## config.mk

```make
export PLATFORM = sky130hd
export DESIGN_NAME = uart_rx_fifo
export DESIGN_NICKNAME = d
export VERILOG_FILES = /design/src/rtl/uart_pkg.sv /design/src/rtl/sync_fifo8.sv /design/src/rtl/uart_rx_fifo.sv
export SDC_FILE = /design/constraint.sdc
export NUM_CORES = 1
export LEC_CHECK = 0
export ABC_AREA = 1
export CORE_MARGIN = 2
export CORE_UTILIZATION = 46
export CTS_BUF_LIST = sky130_fd_sc_hd__clkbuf_16
export DETAILED_ROUTE_END_ITERATION = 8
export PLACE_DENSITY = 0.76
export SLEW_MARGIN = 20
export SYNTH_ARGS = -nofsm -noshare
export SYNTH_HDL_FRONTEND = slang
export SYNTH_SLANG_ARGS = --single-unit
```

## constraint.sdc

```tcl
create_clock -name clk_48_i -period 2.3 [get_ports clk_48_i]
set_clock_uncertainty 0.2 [all_clocks]
set_input_delay 0.23 -clock clk_48_i [delete_from_list [all_inputs] [get_ports clk_48_i]]
set_output_delay 0.23 -clock clk_48_i [all_outputs]
set_load 0.02 [all_outputs]
```

## src/rtl/uart_pkg.sv

```systemverilog
// Shared constants for the CPU-side UART RX FIFO front end.
package uart_pkg;

  // Master port state, one-hot.
  typedef enum logic [3:0] {
    M_IDLE = 4'b0001,
    M_RD   = 4'b0010,
    M_WR   = 4'b0100,
    M_GAP  = 4'b1000
  } mstate_e;

  localparam int unsigned FIFO_AW    = 4;
  localparam int unsigned FIFO_DEPTH = 1 << FIFO_AW;

  // Status word bit positions; count occupies [FIFO_AW:0].
  localparam int unsigned STAT_BUSY_BIT = 6;
  localparam int unsigned STAT_OVF_BIT  = 5;

endpackage

```

## src/rtl/sync_fifo8.sv

```systemverilog
// 16x8 register FIFO. The caller gates push/pop against full/empty; a push while
// full is legal only together with a pop.
module sync_fifo8
  import uart_pkg::*;
(
  input  logic             clk_48_i,
  input  logic             rst_i,
  input  logic             push_i,
  input  logic             pop_i,
  input  logic [7:0]       din_i,
  output logic [7:0]       dout_o,
  output logic             full_o,
  output logic             empty_o,
  output logic [FIFO_AW:0] count_o
);

  logic [7:0]         mem [FIFO_DEPTH];
  logic [FIFO_AW-1:0] wr_ptr;
  logic [FIFO_AW-1:0] rd_ptr;
  logic [FIFO_AW:0]   count;

  // Storage array; no reset needed, validity is tracked by count.
  always_ff @(posedge clk_48_i) begin
    if (push_i) mem[wr_ptr] <= din_i;
  end

  // Pointers wrap naturally at 16; count tracks occupancy 0..16.
  always_ff @(posedge clk_48_i or posedge rst_i) begin
    if (rst_i) begin
      wr_ptr <= '0;
      rd_ptr <= '0;
      count  <= '0;
    end else begin
      if (push_i) wr_ptr <= wr_ptr + 1'b1;
      if (pop_i)  rd_ptr <= rd_ptr + 1'b1;
      unique case ({push_i, pop_i})
        2'b10:   count <= count + 1'b1;
        2'b01:   count <= count - 1'b1;
        default: count <= count;
      endcase
    end
  end

  assign dout_o  = mem[rd_ptr];
  assign count_o = count;
  assign full_o  = (count == (FIFO_AW + 1)'(FIFO_DEPTH));
  assign empty_o = (count == '0);

endmodule

```

## src/rtl/uart_rx_fifo.sv

```systemverilog
// Wishbone front end for uart1: drains RX bytes into a FIFO on the UART's
// interrupt and forwards CPU TX writes, spaced by a guard timer.
module uart_rx_fifo
  import uart_pkg::*;
#(
  parameter logic [31:0] DATA_ADR = 32'h100,
  parameter logic [31:0] STAT_ADR = 32'h101,
  parameter logic [31:0] UART_ADR = 32'h0FF,
  parameter logic [14:0] TX_GUARD = 15'd27500
) (
  input  logic        clk_48_i,
  input  logic        rst_i,
  input  logic [31:0] adr_i,
  input  logic [31:0] dat_i,
  input  logic        we_i,
  input  logic        stb_i,
  input  logic        cyc_i,
  input  logic [3:0]  sel_i,
  output logic [31:0] dat_o,
  output logic        ack_o,
  output logic [31:0] m_adr_o,
  output logic [31:0] m_dat_o,
  output logic        m_we_o,
  output logic        m_stb_o,
  output logic        m_cyc_o,
  input  logic [31:0] m_dat_i,
  input  logic        m_ack_i,
  input  logic        uart_irq_i,
  output logic        irq_o
);

  mstate_e          state;
  logic             pending;
  logic [7:0]       tx_byte;
  logic [14:0]      guard;
  logic             overflow;

  logic             bus, hit_data, hit_stat;
  logic             rd_data, wr_data, rd_stat, wr_stat;
  logic             rx_req, wr_done, latch, tx_busy;
  logic             fifo_push, fifo_pop, fifo_full, fifo_empty;
  logic [7:0]       fifo_head;
  logic [FIFO_AW:0] fifo_count;
  logic [31:0]      stat_word;
  logic             unused_bits;

  assign unused_bits = ^{sel_i, dat_i[31:8], m_dat_i[31:8]};

  // CPU address decode and derived events.
  always_comb begin
    bus      = stb_i & cyc_i;
    hit_data = bus & (adr_i == DATA_ADR);
    hit_stat = bus & (adr_i == STAT_ADR);
    rd_data  = hit_data & ~we_i;
    wr_data  = hit_data & we_i;
    rd_stat  = hit_stat & ~we_i;
    wr_stat  = hit_stat & we_i;
    rx_req   = (state == M_RD) & m_ack_i;
    wr_done  = (state == M_WR) & m_ack_i;
    // ack_o low marks the first cycle of a strobe, so side effects fire once.
    latch    = wr_data & ~pending & ~ack_o;
    fifo_pop = rd_data & ~ack_o & ~fifo_empty;
    // A coincident pop frees the slot, so a full FIFO still accepts the byte.
    fifo_push = rx_req & (~fifo_full | fifo_pop);
    tx_busy   = pending | (guard != '0);
    stat_word = {25'b0, tx_busy, overflow, fifo_count};
  end

  sync_fifo8 u_fifo (
    .clk_48_i (clk_48_i),
    .rst_i    (rst_i),
    .push_i   (fifo_push),
    .pop_i    (fifo_pop),
    .din_i    (m_dat_i[7:0]),
    .dout_o   (fifo_head),
    .full_o   (fifo_full),
    .empty_o  (fifo_empty),
    .count_o  (fifo_count)
  );

  // Master FSM with registered strobes, TX latch/pending and guard timer.
  always_ff @(posedge clk_48_i or posedge rst_i) begin
    if (rst_i) begin
      state   <= M_IDLE;
      m_cyc_o <= 1'b0;
      m_stb_o <= 1'b0;
      m_we_o  <= 1'b0;
      m_dat_o <= '0;
      pending <= 1'b0;
      tx_byte <= '0;
      guard   <= '0;
    end else begin
      if (guard != '0) guard <= guard - 15'd1;
      if (latch) begin
        tx_byte <= dat_i[7:0];
        pending <= 1'b1;
      end
      unique case (state)
        M_IDLE: begin
          if (uart_irq_i) begin
            state   <= M_RD;
            m_cyc_o <= 1'b1;
            m_stb_o <= 1'b1;
            m_we_o  <= 1'b0;
          end else if (pending && guard == '0) begin
            state   <= M_WR;
            m_cyc_o <= 1'b1;
            m_stb_o <= 1'b1;
            m_we_o  <= 1'b1;
            m_dat_o <= {24'b0, tx_byte};
          end
        end
        M_RD: begin
          if (m_ack_i) begin
            state   <= M_GAP;
            m_cyc_o <= 1'b0;
            m_stb_o <= 1'b0;
          end
        end
        M_WR: begin
          if (m_ack_i) begin
            state   <= M_GAP;
            m_cyc_o <= 1'b0;
            m_stb_o <= 1'b0;
            m_we_o  <= 1'b0;
            guard   <= TX_GUARD;
            pending <= 1'b0;
          end
        end
        M_GAP:   state <= M_IDLE;
        default: state <= M_IDLE;
      endcase
    end
  end

  // CPU slave side: registered ack/data, overflow flag and irq.
  always_ff @(posedge clk_48_i or posedge rst_i) begin
    if (rst_i) begin
      ack_o    <= 1'b0;
      dat_o    <= '0;
      overflow <= 1'b0;
      irq_o    <= 1'b0;
    end else begin
      ack_o <= rd_data | rd_stat | wr_stat | (wr_data & wr_done);
      if (rd_data && !ack_o) begin
        dat_o <= fifo_empty ? 32'h0 : {23'b0, 1'b1, fifo_head};
      end else if (rd_stat && !ack_o) begin
        dat_o <= stat_word;
      end else if (!(rd_data || rd_stat)) begin
        dat_o <= '0;
      end
      if (rx_req && fifo_full && !fifo_pop) begin
        overflow <= 1'b1;
      end else if (rd_stat && !ack_o) begin
        overflow <= 1'b0;
      end
      irq_o <= ~fifo_empty;
    end
  end

  assign m_adr_o = UART_ADR;

endmodule

```

Yosys cells after proc, flatten, opt, wreduce, memory -nomap -nowiden. Memories as Yosys holds them, arrays and structs flattened. Cells that the tools add are included.

Add/sub/neg operators: 5. Multiply operators: 0. Divide/modulo/power cells: 0. $lt $le $gt $ge: 0. Equal/unequal tests: 12. Shift operators: 0. Multiplexer cells: 25. Bitwise operators: 26. Reduce and logical (&&, ||, !) cells: 20.

Operators by type and width (number): 32-bit 2-to-1 mux (3); 32-bit by 9-bit == test with 1-bit output, second input constant (2); 15-bit 2-to-1 mux (3); 1-bit AND (15); 15-bit zero test (1); 15-bit nonzero test (1); 15-bit by 1-bit subtractor with 15-bit output, second input constant (1); 4-bit 2-to-1 mux (3); 1-bit 2-to-1 mux (11); 5-bit case mux with 2 select lines (1); 9-bit 2-to-1 mux (1); 3-bit AND reduction (3); 4-bit by 1-bit adder with 4-bit output, second input constant (2); 4-bit case mux with 2 select lines (1); 2-bit nonzero test (4); 3-bit != test, second input constant (2); 1-bit inverter (6); 5-bit by 1-bit adder with 5-bit output, second input constant (1); 5-bit == test, second input constant (1); 1-bit logical AND (5); 5-bit zero test (1); 1-bit bitwise OR (5); 5-bit by 1-bit subtractor with 5-bit output, second input constant (1); 4-bit by 1-bit == test with 1-bit output, second input constant (1); other kinds (11) (13).

Bits in registers: 86. Bits in latches: 0. Bits in writable memories: 128. Memory bits (read-only): 0. Output and inout port bits: 101. Logic and storage cells: 103. Memories: 1.

Memory list: u_fifo.mem (depth 16, width 8, rd ports 1, clocked after memory_dff 0, write ports 1, line sync_fifo8.sv:17) `logic [7:0] mem [FIFO_DEPTH];`.

Longest topological paths before layout.
Depth after elaboration: 9. Gate-level depth with buffers: 20. Depth with buffers taken out: 20.

Hierarchy. Synthesis repeated with hierarchy kept, for this count alone.

Cells, all modules: 917. Area, all modules: 9237.6 µm².

Modules (own cells, without submodules): sync_fifo8 (instances 1, cells an instance 519, area an instance 5999.5 µm², seq. area each 4169.0 µm²); uart_rx_fifo (instances 1, cells an instance 398, area an instance 3238.1 µm², seq. area each 1252.5 µm²).

Least setup slack after synthesis. Ideal clock, no wire load.

Kind: register -> register. Start point: reg ack_o. End point: reg u_fifo.count[4], in the netlist u_fifo.count_o[4]. Data arrival time: 2.371 ns. Required time: 2.035 ns. Path slack: -0.336 ns. Cell stages (with the launch flop): 15. Path buffers: 0. Clock period less this slack: 2.636 ns. Cells stage by stage: dfrtp_1 -> clkinv_1 -> nand4_1 -> nand2_2 -> nand2_1 -> ha_1 -> xor2_1 -> ha_1 -> inv_1 -> nand2_1 -> nand3_1 -> o211ai_1 -> xor2_1 -> nand2_1 -> nand2_1.

Cells in the longest elaborated chain, start to end: 7. Elaborated cells between the ends (all ways): 9. Those cells by class: eq/ne (2); mux (1); bitwise (5); reduce/logical (1).

Ends and longest elaborated chain: from (decl) (line uart_rx_fifo.sv:20) `output logic ack_o,`; from (signal assigned) (line uart_rx_fifo.sv:144) `ack_o <= rd_data | rd_stat | wr_stat | (wr_data & wr_done);`; 1-bit inverter (*) (line uart_rx_fifo.sv:62) `fifo_pop = rd_data & ~ack_o & ~fifo_empty;`; 1-bit AND (*) (2 in a row) (line uart_rx_fifo.sv:62); 1-bit bitwise OR (line uart_rx_fifo.sv:64) `fifo_push = rx_req & (~fifo_full | fifo_pop);`; 1-bit AND (line uart_rx_fifo.sv:64); 2-bit by 1-bit == test with 1-bit output / 2-bit == test (equally long branches) (line sync_fifo8.sv:36) `unique case ({push_i, pop_i})`; 5-bit case mux with 2 select lines / 2-bit nonzero test (equally long branches); to (signal assigned) (line sync_fifo8.sv:37) `2'b10: count <= count + 1'b1;`; to (signal assigned) (line sync_fifo8.sv:38) `2'b01: count <= count - 1'b1;`; to (signal assigned) (line sync_fifo8.sv:39) `default: count <= count;`; to (decl) (line sync_fifo8.sv:20) `logic [FIFO_AW:0] count;`.

Every way passes the cells marked *; elsewhere a longest branch is shown, timed or not. A chain may end at the register's enable or synchronous reset.

Final worst setup path.
Start point: reg u_fifo.count[0], in the netlist u_fifo.count_o[0]. End point: reg u_fifo.count[4], in the netlist u_fifo.count_o[4].

Cells in the longest elaborated chain, start to end: 7. Elaborated cells between the ends (all ways): 13. Those cells by class: add/sub (2); eq/ne (3); mux (1); bitwise (5); reduce/logical (2).

Ends and longest elaborated chain: 5-bit zero test (line sync_fifo8.sv:47) `assign empty_o = (count == '0);`; 1-bit inverter (line uart_rx_fifo.sv:62); 1-bit AND (line uart_rx_fifo.sv:62); 1-bit bitwise OR (line uart_rx_fifo.sv:64); 1-bit AND (line uart_rx_fifo.sv:64); 2-bit by 1-bit == test with 1-bit output / 2-bit == test (equally long branches) (line sync_fifo8.sv:36); 5-bit case mux with 2 select lines / 2-bit nonzero test (equally long branches).

Several ways; a longest one is shown, not always the timed one.

==> impl_metrics.json <==
{
  "outcome": "finished with violations",
  "violations": "negative setup slack",
  "cp.arrival_ns": 2.48,
  "hp-class": "primary input to flip-flop",
  "period_share_pct": 100,
  "required_ns": 2.48,
  "nNetsFinal": 1192,
  "hold_slack_ns": 0.141,
  "fin_crit_ns": 2.31,
  "multi_input_area_sq_um": 3300,
  "holdPathEnd": "tx_byte[1]$_DFFE_PP0P_",
  "ys_ff_latch": 191,
  "cts_made_buffers": 17,
  "setup_ws_ns": -0.00618,
  "postPlaceCellArea_sq_um": 10500,
  "finalInstanceArea_sq_um": 11300,
  "wl_per_cell_um": 15.8,
  "clkTransAtPathRegs_ns": 0.07,
  "slew_violations": 0,
  "clockRootBuffer": "clkbuf_16",
  "fin_cells": 1353,
  "grt_max_degree": 68,
  "yosys_warnings": 0,
  "finalWirelength_mm": 21.3,
  "synth_cell_type_count": 43,
  "clock_latency_ns": 0.44,
  "cp-start-kind": "flip-flop",
  "core_sq_um": 19500,
  "holdCritStartpoint": "dat_i[1]",
  "antenna_found_initial": 0,
  "cts_buffer_depth": 2,
  "ys_async_sr_fraction_pct": 33.0,
  "path_class": "flip-flop to flip-flop",
  "maxCapViolCount": 0,
  "area_growth_syn_to_layout_pct": 22.8,
  "via_per_inst": 5.10,
  "setup_viol": 1,
  "finalSetupTns_ns": -0.00618,
  "ir_drop_v": 0.000509,
  "overflow": 0,
  "synth_top_family_by_area": "simple AND/OR/NAND/NOR gates",
  "io_pins": 208,
  "slew_headroom_pct": 54.5,
  "die_area_sq_um": 21100,
  "synth-simple-area-share_pct": 20.9,
  "synth_fa_ha_area_share_pct": 1.36,
  "tritoncts": "done",
  "finalPower_mw": 8.27,
  "synth_compound_gate_area_share_pct": 6.93,
  "dp.cells": 1304,
  "power_density_nw_per_um2": 734,
  "synth_edf_count": 128,
  "netlist_area_sq_um": 9180,
  "r2r-start": "u_fifo.count_o[0]$_DFFE_PP0P_",
  "r2r-end": "u_fifo.count_o[4]$_DFFE_PP0P_",
  "drc": 0,
  "endpoint_kind": "flip-flop",
  "worstMarginPinSlew_ns": 0.680,
  "clock-sinks": 191,
  "synth_top_flop_cell": "edfxtp_1",
  "grt_pass1_vias": 6524,
  "power_leakage_nw": 4.65,
  "die_y_um": 145,
  "vias": 6897,
  "h-tree-depth": 4,
  "critPathLaunch": "u_fifo.count_o[0]$_DFFE_PP0P_",
  "hold_depth": 3,
  "first_pass_iters": 5,
  "synthMuxAreaShare_pct": 0,
  "syn_avg_cell_area_sq_um": 9.92,
  "drt_first_iter_violations": 545,
  "place_hpwl_mm": 14.1,
  "syn_inst": 925,
  "port_buffers": 76,
  "start_util_pct": 47.0,
  "ant_nets": 0,
  "num_rows": 51,
  "grt_usage_pct": 20.2,
  "die_w_um": 145,
  "utilization_pct": 57.7,
  "seqCellArea_sq_um": 5420,
  "gp_congestion": 0.806,
  "synth_xor_area_share_pct": 1.62,
  "reg2reg_slack_ns": -0.006,
  "mostFrequentLayoutCells": "nand2_1 (190), edfxtp_1 (128), nor2_1 (100)",
  "drive_above_1_share_pct": 18.6,
  "path_max_fanout": 2,
  "grt_pass1_wl_mm": 33.3,
  "grt_setup_unrepaired": "true",
  "post-place-ws_ns": -0.751,
  "max_freq_ghz": 0.434,
  "ys_seq_area_share_pct": 59.1,
  "layout_commonest_cell": "nand2_1",
  "n_fill_cell": 1590,
  "hold_violations": 0,
  "r2r_cells": 15,
  "n_antenna_cell": 0
}
[how the worst max path moves through the flow]
stage	endpoint	cells after the start
after floorplan	u_fifo.count_o[4]$_DFFE_PP0P_	20
after global placement	u_fifo.count_o[4]$_DFFE_PP0P_	21
after detailed placement	u_fifo.count_o[4]$_DFFE_PP0P_	21
after CTS	u_fifo.count_o[4]$_DFFE_PP0P_	20
after global routing	u_fifo.count_o[4]$_DFFE_PP0P_	15
final	u_fifo.count_o[4]$_DFFE_PP0P_	15
[cell type report]
class                           count  area share, %
Clock inverter                     15           1.37
Tap cell                          265           2.94
Timing Repair Buffer              161           12.7
Multi-Input combinational cell    654           29.3
Inverter                           50           1.74
Sequential cell                   191           48.1
Clock buffer                       17           3.78
[worst max-delay path: stages (launching register included)]
cell and delay, ns:
dfrtp_1 0.39, nor2_2 0.14, nand2_2 0.08, nor2_4 0.16, nand2_2 0.10, nand2_4 0.09
ha_4 0.15, xor2_2 0.16, ha_2 0.20, inv_2 0.04, nand2_2 0.06, nand3_2 0.07
o211ai_1 0.12, xor2_1 0.16, nand2_1 0.07, nand2_1 0.06
[kinds of logic (layout without fill, tap and decap cells)]
group	count (synthesis)	count (layout)
AND/OR/NAND/NOR	440	440
flip-flops	191	191
buffers and inverters	157	243
AO/OA/AOI/OAI	108	108
XOR/XNOR	17	17
adder cells (fa/ha/maj)	10	10
other	2	79
[power breakdown]
| group | leakage (nW) | internal [mW] | switching, mW | total (mW) |
|---|---|---|---|---|
| registers | 1.91 | 3.87 | 0.163 | 4.03 |
| logic | 2.46 | 0.520 | 0.800 | 1.32 |
| clock network | 0.286 | 1.53 | 1.38 | 2.91 |
[flip-flops by register name (all words and copies together), names as in the netlist]
signal,count
ack_o,1
dat_o,9
guard,15
irq_o,1
m_cyc_o,1
m_dat_o,8
m_we_o,1
overflow,1
pending,1
state,4
tx_byte,8
u_fifo.count_o,5
u_fifo.mem,128
u_fifo.rd_ptr,4
u_fifo.wr_ptr,4
[layer usage]
metal / track usage (%) / up-vias / wire (um)
met1: 25.1 / 3296 / 8600
met5: 0 / - / 0
met3: 5.09 / 51 / 1500
met2: 33.7 / 296 / 10500
li1: - / 3254 / -
met4: 8.04 / 0 / 703
[cells in the mapped netlist, types with 2 or more instances]
cell type	instances	area share (%)
dfrtp_1	62	17
ha_1	10	1.4
nor2_4	6	0.74
a21oi_1	22	1.2
nor2_2	6	0.41
buf_6	2	0.25
o21ai_0	50	2.7
nand3_1	80	4.4
nand3b_1	2	0.16
xnor2_1	7	0.67
inv_1	46	1.9
buf_2	10	0.55
o21ai_2	11	1.0
xor2_1	10	0.95
nand2_1	196	8.0
clkbuf_1	13	0.53
nand4_1	12	0.82
conb_1	2	0.082
buf_4	80	6.5
edfxtp_1	128	42
o22ai_1	5	0.34
inv_2	2	0.082
nor3_1	3	0.16
buf_1	2	0.082
clkinv_1	2	0.082
nor2_1	121	4.9
o211ai_1	14	1.1
nand2_2	6	0.41
[what timing repair did]
action | CTS | global route
hold endpoints to repair | 18 | 0
pin swaps | 40 | 46
hold buffers | 1 | 0
resized for setup | 43 | 55
buffers inserted | 12 | 4
endpoints found under the setup margin | 74 | 73
(Power assumes the default switching activity.)
==> edit 1, RTL diff (same settings) <==
Set the parameter `TX_GUARD` to 15'd13750 (it was 15'd27500).
--- a/src/rtl/uart_rx_fifo.sv
+++ b/src/rtl/uart_rx_fifo.sv
@@ -6,7 +6,7 @@
   parameter logic [31:0] DATA_ADR = 32'h100,
   parameter logic [31:0] STAT_ADR = 32'h101,
   parameter logic [31:0] UART_ADR = 32'h0FF,
-  parameter logic [14:0] TX_GUARD = 15'd27500
+  parameter logic [14:0] TX_GUARD = 15'd13750
 ) (
   input  logic        clk_48_i,
   input  logic        rst_i,
Behaviour: no difference found for any inputs over 4 cycles, from zero or initial values and one cycle with rst_i high; that may be too few to reach the edited logic, so the function may still have changed.
==> edit 1 against the original RTL <==
  * The flow still finishes with violations (setup timing)
  * Power is 1.2% higher
  * Area after synthesis is 0.49% lower
  * Worst setup slack worse by 140 ps
  * Combinational power is 6% higher
  * Critical path type unchanged
  * Non-clock buffer count is 2 higher
  * Sequential cell count stayed put
  * Largest power group unchanged
  * Core utilization is 0.24 points lower
  * Maximum frequency is 5.8% lower
  * Final area is 0.74% lower
  * Wire length is 0.60% lower
  * Synthesized cell count is 1.5% lower
==> edit 1: results (changes against the original RTL) <==
GRT
  – Initial antenna violation count: 0 (unchanged)
  – First-pass GRT wire length: 32500 um (-2.1%)
  – GR Util All Layers: 20.7% (+0.52 points)
  – Vias in the first global route: 6261 (-4.0%)
  – Pin count of the biggest net entering global routing: 64 (-5.9%)

Finish
  – Inserted Diodes: 0 (unchanged)
  – Layout cells sized above 1: 20.4% (+1.8 points)
  – FILL cells: 1581 (-0.57%)
  – Top flop regs: u_fifo.mem (128), guard (15), dat_o (9)
  – Layout Nets: 1179 (-1.1%)

Placed design
  – Placed insts: 1294 (-0.77%)
  – Port bufs: 76 (unchanged)
  – Detailed-placement wirelength estimate: 14500 um (+2.8%)
  – Final GP Congestion: 0.840 (+4.3%)
  – Placed Area: 0.0105 mm2 (-0.24%)
  – Pre-CTS WS: -842 ps (-90.9 ps)

Clock tree
  – CTS Buf Count: 17 (unchanged)
  – Clock slew at reported path FFs: 80 ps
  – Root Driver: clkbuf_16
  – # H-tree levels: 4 (unchanged)
  – Worst-skew pair later-pin latency: 430 ps
  – Clock Tree Buf Depth: 2 (unchanged)

Yosys
  – Register area share after synthesis: 59.4% (+0.29 points)
  – Post-synth EDFFs: 128 (unchanged)
  – Mapped Cells: 911 (-1.5%)
  – Yosys warning total: 0 (unchanged)
  – Netlist cell types: 41 (-4.7%)
  – Top post-synthesis cells by count: nand2_1 (182), edfxtp_1 (128), nor2_1 (96), buf_4 (80), o21ai_0 (70)
  – Ranking of synthesized cells by area: edfxtp_1 (42%), dfrtp_1 (17%), nand2_1 (7.5%)
  – Async SR Flop Fraction: 33.0% (unchanged)

Routing
  – DRT Pass-1 Iters: 5 (unchanged)
  – Total number of vias: 6712 (-2.7%)
  – Final wirelength: 21200 um (-0.60%)
  – Initial DRC Count: 559 (+2.6%)
  – Via density: 5.01 (-1.7%)

Pwr
  – PwrDens: 748 mW/mm2 (+2.0%)
  – Peak supply drop: 0.509 mV (about the same)
  – Clk pwr: 2910 uW (about the same)
  – Static leakage: 0.00463 uW (-0.47%)
  – Reported sequential group power: 4050 uW
  – Final Power: 8370 uW (+1.2%)
  – Sw frac: 29.6% (+1.3 points)

Status
  – Status: finished, violations left
  – Violated checks: setup timing

Timing
  – Final WS setup: -149 ps (-143 ps)
  – Setup TNS: -149 ps (-143 ps)
  – Relative slew slack: 50.5% (-4.0 points)
  – Final setup violation count: 1 (unchanged)

Setup path
  – Slowest-stage cell, CP: dfrtp_1
  – Worst-path fanout max: 2 (unchanged)
  – Crit path largest cell delay: 390 ps (about the same)
  – Delay-heaviest family, CP: simple AND/OR/NAND/NOR gates
  – Crit path arrival time: 2610 ps (+130 ps)

Hold path
  – Min-Delay Path Class: input pin to flip-flop
-- edit 1: cell count changes after synthesis, moves of 11 or more --
cell,before,now
nor2_1,121,96
o21ai_0,50,70
nor3_1,3,19
nand2_1,196,182
nand3_1,80,68
inv_1,46,57
-- edit 1: layout make-up --
class / instances / area share, %
Clock buffer: 17 / 3.80
Timing Repair Buffer: 163 / 12.5
Inverter: 59 / 2.09
Sequential cell: 191 / 48.5
Tap cell: 265 / 2.96
Clock inverter: 15 / 1.41
Multi-Input combinational cell: 630 / 28.8
-- edit 1: what timing repair did --
action | 4_1_cts | 5_1_grt
hold endpoints to repair | 57 | 0
pin swaps | 47 | 53
hold buffers | 1 | 0
cloned | 0 | 0
gates resized for setup | 47 | 72
endpoints found under the setup margin | 96 | 3
setup buffers | 11 | 7
-- edit 1: kinds of logic after synthesis --
logic type / synth area share (%)
flops: 59.4
compound gates: 7.37
fa+ha+maj: 1.37
other cells: 0.0822
buf+inv: 10.7
simple gates: 19.2
xor+xnor: 1.92
-- edit 1: worst paths after layout --
check	startpoint	to	slack, ps	cells after the start
setup / recovery	state[3]	u_fifo.count_o[4]	-150	16
hold / removal	dat_i[5]	tx_byte[5]	150	3
setup reg to reg	state[3]	u_fifo.count_o[4]	-150	16
hold reg to reg	m_dat_o[7]	m_dat_o[7]	290	2
max in group asynchronous	rst_i	state[0]	1060	4
min in group asynchronous	rst_i	u_fifo.count_o[0]	520	4
-- edit 1: layer usage --
metal / track usage [%] / vias to the layer above / share of wire, %
met5: 0 / - / 0
met4: 6.54 / 0 / 1.7
met3: 4.01 / 29 / 7.2
met2: 36.3 / 320 / 51
met1: 25.8 / 3153 / 40
li1: - / 3210 / -
==> edit 2, RTL diff (same flow settings) <==
Without the edit above. Remove the register `irq_o`: a continuous assignment takes its place, so the output `irq_o` follows one clock earlier.
--- a/src/rtl/uart_rx_fifo.sv
+++ b/src/rtl/uart_rx_fifo.sv
@@ -139,7 +139,6 @@
       ack_o    <= 1'b0;
       dat_o    <= '0;
       overflow <= 1'b0;
-      irq_o    <= 1'b0;
     end else begin
       ack_o <= rd_data | rd_stat | wr_stat | (wr_data & wr_done);
       if (rd_data && !ack_o) begin
@@ -154,9 +153,10 @@
       end else if (rd_stat && !ack_o) begin
         overflow <= 1'b0;
       end
-      irq_o <= ~fifo_empty;
     end
   end
+
+  assign irq_o = ~fifo_empty;
 
   assign m_adr_o = UART_ADR;
 
Check against the original RTL: not equivalent (Yosys sat finds a counterexample within 4 cycles, from zero or initial values and one cycle with rst_i high).
==> edit 2 against the original RTL <==
  * Worst setup slack better by 45 ps
  * Area after synthesis is 0.27% lower
  * Power is 0.61% lower
  * Final area is 0.61% lower
  * Sequential share of layout area is 0.073 points higher
  * Die area is 0.27% lower
  * Wire length is 2.4% lower
  * Sequential cell count is 1 lower
==> edit 2: results (changes against the original RTL) <==
Status
  – Status: complete, no violations

Yosys
  – Register area share after synthesis: 59.0% (-0.11 points)
  – XOR/XNOR share of the synthesized area: 1.63% (+0.0044 points)
  – Post-synthesis adder-cell area fraction: 1.37% (+0.0037 points)
  – Async SR Flop Fraction: 32.6% (-0.35 points)

Clock tree
  – Setup Buffers After CTS: 6 (-6)
  – Post_cts resized: 40 (-7.0%)

Timing
  – Fin crit period: 2260 ps (-44.5 ps)
  – Worst Tran Pin Value: 674 ps (-6.28 ps)

Routing
  – Final wirelength: 20800 um (-2.4%)
  – Via density: 5.05 (-0.97%)
  – Post-Route M1 WL: 8340 um (-3.0%)
  – DRT Pass-1 Iters: 6 (+1)
  – Wire length on met2: 10300 um (-2.1%)
  – Initial DRC Count: 614 (+13%)

Setup path
  – Crit path arrival time: 2440 ps (-40 ps)
  – Critical Path Start: state[3]
  – Flop2flop setup slack: 40 ps (+40 ps)

Pwr
  – PwrDens: 734 mW/mm2 (about the same)
  – Clock share of power: 35.1% (about the same)
  – Psw: 2310 uW (-1.3%)

Finish
  – Layout area overhead: 22.4%
  – Layout cells sized above 1: 17.3% (-1.2 points)
  – FILL cells: 1553 (-2.3%)
  – Layout clock area frac: 5.14% (about the same)
  – Final Non-Filler Cells: 1344 (-0.67%)
  – Count of non-CTS buffers in the layout: 153 (-5.0%)
  – Fraction of area in registers: 48.2% (+0.073 points)
  – Multi-input logic area: 0.00331 mm2 (+0.34%)
  – FFs & Latches: 190 (-0.52%)

GRT
  – Met2 Resource Use GR: 32.6% (-1.1 points)
  – Pin count of the biggest net entering global routing: 63 (-7.4%)
  – Met3 Track Usage GR: 4.09% (-1.0 points)
  – Vias in the first global route: 6359 (-2.5%)

Placed design
  – Placed Area: 0.0105 mm2 (-0.26%)
-- edit 2: cell count changes in the layout (fill, tap and decap cells not counted), sizes merged --
cell,change
buf,-8
clkbuf,-4
clkdlybuf4s15,-11
clkdlybuf4s50,-1
clkinv,-3
clkinvlp,+1
dfrtp,-1
dlygate4sd2,+16
inv,+2
-- edit 2: worst min-delay path by stage --
stage	start	end	slack [ps]	cells past startpoint
CTS	dat_i[1]	tx_byte[1]	150	3
finish	dat_i[1]	tx_byte[1]	160	3
global placement	m_dat_o[6]	m_dat_o[6]	270	2
detailed placement	m_dat_o[4]	m_dat_o[4]	270	2
global route	dat_i[0]	tx_byte[0]	160	3
floorplan	m_ack_i	state[2]	110	1
-- edit 2: critical path, delay by kind of cell (launching register included) --
kind                       cells  cell delay [ps]
DFF                            1              390
AOI/OAI and AO/OA              1              190
buffers and inverters          2              190
adders and majority gates      2              430
xor gates and xnor gates       1              160
and+or+nand+nor                6              630
